**config.mk**
```make
export PLATFORM = sky130hd
export DESIGN_NAME = execute_issue_ctrl
export DESIGN_NICKNAME = d
export VERILOG_FILES = /design/src/rtl/riscv_pkg.sv /design/src/rtl/ex_hazard_unit.sv /design/src/rtl/execute_issue_ctrl.sv
export SDC_FILE = /design/constraint.sdc
export NUM_CORES = 1
export LEC_CHECK = 0
export BUFFER_PORTS_ARGS = -buffer_cell sky130_fd_sc_hd__buf_2
export CAP_MARGIN = 20
export CORE_UTILIZATION = 54
export DETAILED_ROUTE_END_ITERATION = 6
export GPL_TIMING_DRIVEN = 0
export HOLD_SLACK_MARGIN = 0.08
export PLACE_DENSITY = 0.94
export SYNTH_ARGS = -nofsm -noshare
export SYNTH_HDL_FRONTEND = slang
export SYNTH_SLANG_ARGS = --single-unit
```
**constraint.sdc**
```tcl
create_clock -name clk -period 3.3 [get_ports clk]
set_input_delay 0.33 -clock clk [delete_from_list [all_inputs] [get_ports clk]]
set_output_delay 0.33 -clock clk [all_outputs]
set_load 0.01 [all_outputs]
```
**src/rtl/riscv_pkg.sv**
```systemverilog
// Shared RISC-V opcode constants plus the types used by the execute issue controller.
package riscv_pkg;

    localparam logic [6:0] OPCODE_LOAD    = 7'b0000011;
    localparam logic [6:0] OPCODE_OP_IMM  = 7'b0010011;
    localparam logic [6:0] OPCODE_AUIPC   = 7'b0010111;
    localparam logic [6:0] OPCODE_STORE   = 7'b0100011;
    localparam logic [6:0] OPCODE_REG_REG = 7'b0110011;
    localparam logic [6:0] OPCODE_LUI     = 7'b0110111;
    localparam logic [6:0] OPCODE_BRANCH  = 7'b1100011;
    localparam logic [6:0] OPCODE_JALR    = 7'b1100111;
    localparam logic [6:0] OPCODE_JAL     = 7'b1101111;

    typedef enum logic [0:0] {CTRL_RUN, CTRL_FLUSH} issue_state_e;

    localparam logic [1:0] FWD_RF  = 2'd0;
    localparam logic [1:0] FWD_MEM = 2'd1;
    localparam logic [1:0] FWD_WB  = 2'd2;

    function automatic logic uses_rs2(input logic [6:0] opcode);
        return (opcode == OPCODE_REG_REG) || (opcode == OPCODE_BRANCH) ||
               (opcode == OPCODE_STORE);
    endfunction

    // The younger MEM result wins over WB when both write the same register.
    function automatic logic [1:0] fwd_select(input logic [4:0] src,
                                              input logic       mem_we,
                                              input logic [4:0] mem_rd,
                                              input logic       wb_we,
                                              input logic [4:0] wb_rd);
        if (mem_we && (mem_rd != 5'd0) && (mem_rd == src)) return FWD_MEM;
        if (wb_we && (wb_rd != 5'd0) && (wb_rd == src))    return FWD_WB;
        return FWD_RF;
    endfunction

endpackage

```
**src/rtl/ex_hazard_unit.sv**
```systemverilog
// Combinational load-use detection and ALU operand forwarding selects.
module ex_hazard_unit
    import riscv_pkg::*;
(
    input  logic       ex_valid,
    input  logic [6:0] ex_opcode,
    input  logic [4:0] ex_rs1,
    input  logic [4:0] ex_rs2,
    input  logic [4:0] ex_rd,
    input  logic       dec_valid,
    input  logic [6:0] dec_opcode,
    input  logic [4:0] dec_rs1,
    input  logic [4:0] dec_rs2,
    input  logic [4:0] mem_rd,
    input  logic       mem_regwrite,
    input  logic [4:0] wb_rd,
    input  logic       wb_regwrite,
    output logic       load_use,
    output logic [1:0] fwd_a_sel,
    output logic [1:0] fwd_b_sel
);

    logic ex_is_load;

    assign ex_is_load = ex_valid && (ex_opcode == OPCODE_LOAD) && (ex_rd != 5'd0);

    assign load_use = ex_is_load && dec_valid &&
                      ((dec_rs1 == ex_rd) || (uses_rs2(dec_opcode) && (dec_rs2 == ex_rd)));

    assign fwd_a_sel = ex_valid ? fwd_select(ex_rs1, mem_regwrite, mem_rd, wb_regwrite, wb_rd)
                                : FWD_RF;
    assign fwd_b_sel = ex_valid ? fwd_select(ex_rs2, mem_regwrite, mem_rd, wb_regwrite, wb_rd)
                                : FWD_RF;

endmodule

```
**src/rtl/execute_issue_ctrl.sv**
```systemverilog
// Execute-stage issue controller: owns the decode->execute register, inserts
// load-use bubbles and squashes wrong-path decode slots after a redirect.
module execute_issue_ctrl
    import riscv_pkg::*;
#(
    parameter int FLUSH_CYCLES = 2,
    parameter int CNT_W        = 16
) (
    input  logic             clk,
    input  logic             rst,
    input  logic             dec_valid,
    output logic             dec_ready,
    input  logic [6:0]       dec_opcode,
    input  logic [4:0]       dec_rs1,
    input  logic [4:0]       dec_rs2,
    input  logic [4:0]       dec_rd,
    input  logic             ex_ready,
    output logic             ex_valid,
    output logic [6:0]       ex_opcode,
    output logic [4:0]       ex_rs1,
    output logic [4:0]       ex_rs2,
    output logic [4:0]       ex_rd,
    input  logic             redirect,
    input  logic [4:0]       mem_rd,
    input  logic [4:0]       wb_rd,
    input  logic             mem_regwrite,
    input  logic             wb_regwrite,
    output logic [1:0]       fwd_a_sel,
    output logic [1:0]       fwd_b_sel,
    output logic [CNT_W-1:0] stall_count,
    output logic [CNT_W-1:0] flush_count
);

    issue_state_e state;
    logic [2:0]   flush_cnt;
    logic         load_use;

    ex_hazard_unit u_hazard (
        .ex_valid     (ex_valid),
        .ex_opcode    (ex_opcode),
        .ex_rs1       (ex_rs1),
        .ex_rs2       (ex_rs2),
        .ex_rd        (ex_rd),
        .dec_valid    (dec_valid),
        .dec_opcode   (dec_opcode),
        .dec_rs1      (dec_rs1),
        .dec_rs2      (dec_rs2),
        .mem_rd       (mem_rd),
        .mem_regwrite (mem_regwrite),
        .wb_rd        (wb_rd),
        .wb_regwrite  (wb_regwrite),
        .load_use     (load_use),
        .fwd_a_sel    (fwd_a_sel),
        .fwd_b_sel    (fwd_b_sel)
    );

    // FLUSH accepts everything so decode drains its wrong-path slots at full rate.
    assign dec_ready = !rst && ((state == CTRL_FLUSH) || (ex_ready && !load_use));

    always_ff @(posedge clk or posedge rst) begin
        if (rst) begin
            state       <= CTRL_RUN;
            flush_cnt   <= 3'd0;
            ex_valid    <= 1'b0;
            ex_opcode   <= 7'd0;
            ex_rs1      <= 5'd0;
            ex_rs2      <= 5'd0;
            ex_rd       <= 5'd0;
            stall_count <= '0;
            flush_count <= '0;
        end else begin
            case (state)
                CTRL_RUN: begin
                    if (ex_ready) begin
                        if (redirect || load_use) begin
                            ex_valid  <= 1'b0;
                            ex_opcode <= 7'd0;
                            ex_rs1    <= 5'd0;
                            ex_rs2    <= 5'd0;
                            ex_rd     <= 5'd0;
                            if (redirect) begin
                                state     <= CTRL_FLUSH;
                                flush_cnt <= 3'(FLUSH_CYCLES);
                                if (flush_count != '1) flush_count <= flush_count + 1'b1;
                            end else if (stall_count != '1) begin
                                stall_count <= stall_count + 1'b1;
                            end
                        end else if (dec_valid) begin
                            ex_valid  <= 1'b1;
                            ex_opcode <= dec_opcode;
                            ex_rs1    <= dec_rs1;
                            ex_rs2    <= dec_rs2;
                            ex_rd     <= dec_rd;
                        end else begin
                            ex_valid <= 1'b0;
                        end
                    end
                end
                CTRL_FLUSH: begin
                    ex_valid  <= 1'b0;
                    flush_cnt <= flush_cnt - 3'd1;
                    if (flush_cnt == 3'd1) state <= CTRL_RUN;
                end
                default: state <= CTRL_RUN;
            endcase
        end
    end

    a_no_redirect_in_flush: assert property (@(posedge clk) disable iff (rst)
        !((state == CTRL_FLUSH) && redirect));

endmodule

```
==> results.tsv <==
stage	metric	value	unit
outcome	run_status	finished clean	
cts	cts_buffers	9	
route	wirelength	7180	microns
power_and_ir_drop	p_sw_share	35.4	%
power_and_ir_drop	p_int	1.60	mW
route	via_count	2545	
sta	final.setup_skew	0.00836	ns
grt	pin_count_of_the_biggest_net_entering_global_routing	41	
worst_setup_path	arrival	2.15	ns
placement	place.gp.congestion	0.833	
sta	finalSetupViolCount	0	
worst_setup_path	crit_path_cell_trace	xnor2_1, nand3_1, nor3_1, o21ai_0, a21oi_1, nor2_1, buf_2	
worst_setup_path	required	2.97	ns
power_and_ir_drop	netSwitchingPower	0.877	mW
route	detailedRoute.firstPassIterationCount	4	
power_and_ir_drop	power.static_leakage	1.98	nW
worst_setup_path	critical-path-max-stage-delay	0.46	ns
cts	h_tree_depth	3	
cts	clk_pin_slew	0.06	ns
job	maxCapViolCount	0	
yosys	synth_sequential_area_ratio	49.4	%
sta	min_period	2.48	ns
yosys	netlist_area	2990	sq um
cells_and_area	antenna_cells_inserted	0	
sta	setup_total_negative_slack	0	ns
cts	clock_insertion_delay_worst_skew	0.32	ns
cts	post-cts-setup-buffers	0	
sta	timing.final.hold_violations	0	
sta	unrepaired_setup_endpoints_after_global_routing	no	
die	start_util	57.4	%
cts	ctsRootBufferMaster	clkbuf_8	
worst_setup_path	worst_path_max_delay_cell	dfrtp_1	
cells_and_area	finalNetCount	430	
yosys	synth_seq_cells	59	
cells_and_area	fin_cells	461	
route	drc	0	
cells_and_area	final_layout_size_suffix_gt1_share	32.2	%
sta	final.hold.worst_slack	0.223	ns
yosys	post-synth-top-area-cell	dfrtp_1	
die	die_y	76.4	microns
power_and_ir_drop	part_of_the_total_power_dissipated_in_sequential_elements	45.5	%
yosys	synth-warning-count	0	
yosys	synth_cell_type_count	39	
die	die-width	76.4	microns
sta	max_frequency	403	MHz
grt	antenna_found_initial	0	
yosys	postSynthCellCount	276	
worst_setup_path	timing.critical_path.to_type	output pin	
sta	tightest_slew	0.496	ns
die	design.portCount	99	
yosys	post_synthesis_mean_instance_area	10.8	sq um
die	placement_rows	26	
sta	timing.slew.headroom	66.9	%
yosys	synth.top_cells.by_area	dfrtp_1 (49%), xor2_1 (11%), a22o_1 (6.7%)	
yosys	post_synth_net_total	319	
yosys	post-synth-top-area-fraction	49.4	%
power_and_ir_drop	comb_power_share	32.4	%
cts	tritoncts	yes	
worst_setup_path	timing.critical_path.from_type	flop	
grt	global_route.overflow_total	0	
die	core-area	5200	sq um
cells_and_area	multi_input_area	1440	sq um
die	fp.dieArea	5830	sq um
cells_and_area	area.growth.synth_to_final	25.7	%
route	post_drt_wl_per_cell	15.6	microns
hold_path	worst_hold_path_type	in -> reg	
route	post_drt_via_cell_ratio	5.52	
worst_setup_path	worstPathBufferInverterCount	1	
sta	final_max_slew_viol_count	0	
cells_and_area	ff_latch_area	1480	sq um
grt	number_of_global_route_vias_before_repair	2619	
route	initialDrtViolationCount	137	
grt	groute.usage.overall	26.4	%
worst_setup_path	worstPathMaxFanout	5	
power_and_ir_drop	clkPwrFrac	22.1	%
cts	clockBufferDepth	2	
sta	final.period_utilization	75.1	%
worst_setup_path	path_delay_family	simple AND/OR/NAND/NOR gates	
power_and_ir_drop	pwr_per_cell_area	659	nW/um^2
grt	grt_first_pass_wirelength	12100	microns
cts	clock-sinks	59	
placement	post-dp-hpwl	5390	microns
route	ant_nets	0	
placement	io_buffers	98	
worst_setup_path	path_class	reg -> out	
cells_and_area	filler_cell_count	374	
power_and_ir_drop	max_vdd_drop	0.000359	V
placement	placed_instance_count	445	
-- cell type report --
cell class,instances,share of cell area (%)
repair buffers,100,13.9
multi-input cells,203,38.4
well taps,70,2.33
clock inverters,3,0.400
inverters,7,0.700
plain buffers,7,1.13
flip-flops and latches,59,39.3
clock buffers,12,3.86
-- per-layer routing --
layer | GRT usage, % | wire [microns]
met5 | 0 | 0
met4 | 9.42 | 54
met3 | 7.54 | 491
met2 | 45.9 | 3680
met1 | 30.9 | 2950
-- cells by family (layout without fill, tap and decap cells) --
family,after synthesis,in the layout,synth area share (%)
xor+xnor,61,61,17.9
fa+ha+maj,4,4,1.68
flops,59,59,49.4
buf+inv,14,129,2.30
mux,3,3,1.26
compound gates,34,34,9.13
simple gates,101,101,18.3
-- cell usage after synthesis (all sizes together) --
master / instances
dfrtp: 59
xor2: 38
a22o: 23
xnor2: 23
nand2: 19
nor2: 19
nand3: 11
nor3: 11
nand4: 9
nor4: 8
inv: 7
or4: 5
and2: 4
and3: 4
buf: 4
ha: 4
o21ai: 4
a21oi: 3
clkbuf: 3
mux2: 3
or2: 3
nand3b: 2
nor3b: 2
a211oi: 1
a31oi: 1
and4: 1
nor2b: 1
nor4b: 1
o2111ai: 1
o211ai: 1
or3: 1
-- what timing repair did --
item                                   CTS  global route
endpoints found under the hold margin   19             0
hold buffers                             1             0
resized for setup                        0             0
-- state kept, by name, indices dropped and copies added (netlist names) --
signal	flops
flush_count	16
stall_count	16
ex_opcode	7
ex_rd	5
ex_rs1	5
ex_rs2	5
flush_cnt	3
ex_valid	1
state	1
-- stage by stage --
| step | cell area [sq um] | power, mW | worst slack (ns) | utilization (%) |
|---|---|---|---|---|
| 2_1_floorplan | 2990 | 1.60 | 1.22 | - |
| 3_3_place_gp | 3570 | 1.87 | 0.846 | 68.5 |
| 3_5_place_dp | 3590 | 1.93 | 1.11 | 68.9 |
| 4_1_cts | 3760 | 2.48 | 0.811 | 72.2 |
| 5_1_grt | 3760 | 2.62 | 0.644 | 72.2 |
| 6_report | 3760 | 2.48 | 0.820 | 72.2 |
-- layout by cell type (no fill, tap or decap), drive strengths merged, types with 4 or more instances in the layout --
| master | Yosys | layout |
|---|---|---|
| a22o | 23 | 23 |
| and2 | 4 | 4 |
| and3 | 4 | 4 |
| buf | 4 | 103 |
| clkbuf | 3 | 15 |
| dfrtp | 59 | 59 |
| ha | 4 | 4 |
| inv | 7 | 7 |
| nand2 | 19 | 19 |
| nand3 | 11 | 11 |
| nand4 | 9 | 9 |
| nor2 | 19 | 19 |
| nor3 | 11 | 11 |
| nor4 | 8 | 8 |
| o21ai | 4 | 4 |
| or4 | 5 | 5 |
| xnor2 | 23 | 23 |
| xor2 | 38 | 38 |
-- final timing paths --
check	startpoint	endpoint	slack, ns	cells past startpoint
worst max-delay path	ex_rd[0]	dec_ready	0.82	7
worst min-delay path	dec_rd[4]	ex_rd[4]	0.22	2
worst max register to register	stall_count[0]	stall_count[1]	1.10	7
worst min register to register	flush_count[3]	flush_count[3]	0.49	1
max in group asynchronous	rst	ex_rs2[0]	2.18	4
min in group asynchronous	rst	ex_opcode[3]	0.57	3
-- power groups by stage --
stage | combinational [mW] | clock, mW | sequential (mW)
2_1_floorplan | 0.442 | 0 | 1.16
3_3_place_gp | 0.753 | 0 | 1.12
3_5_place_dp | 0.801 | 0 | 1.13
4_1_cts | 0.808 | 0.554 | 1.12
5_1_grt | 0.883 | 0.587 | 1.15
6_report | 0.803 | 0.547 | 1.13
Note: power is estimated with default switching activity, not from simulation.
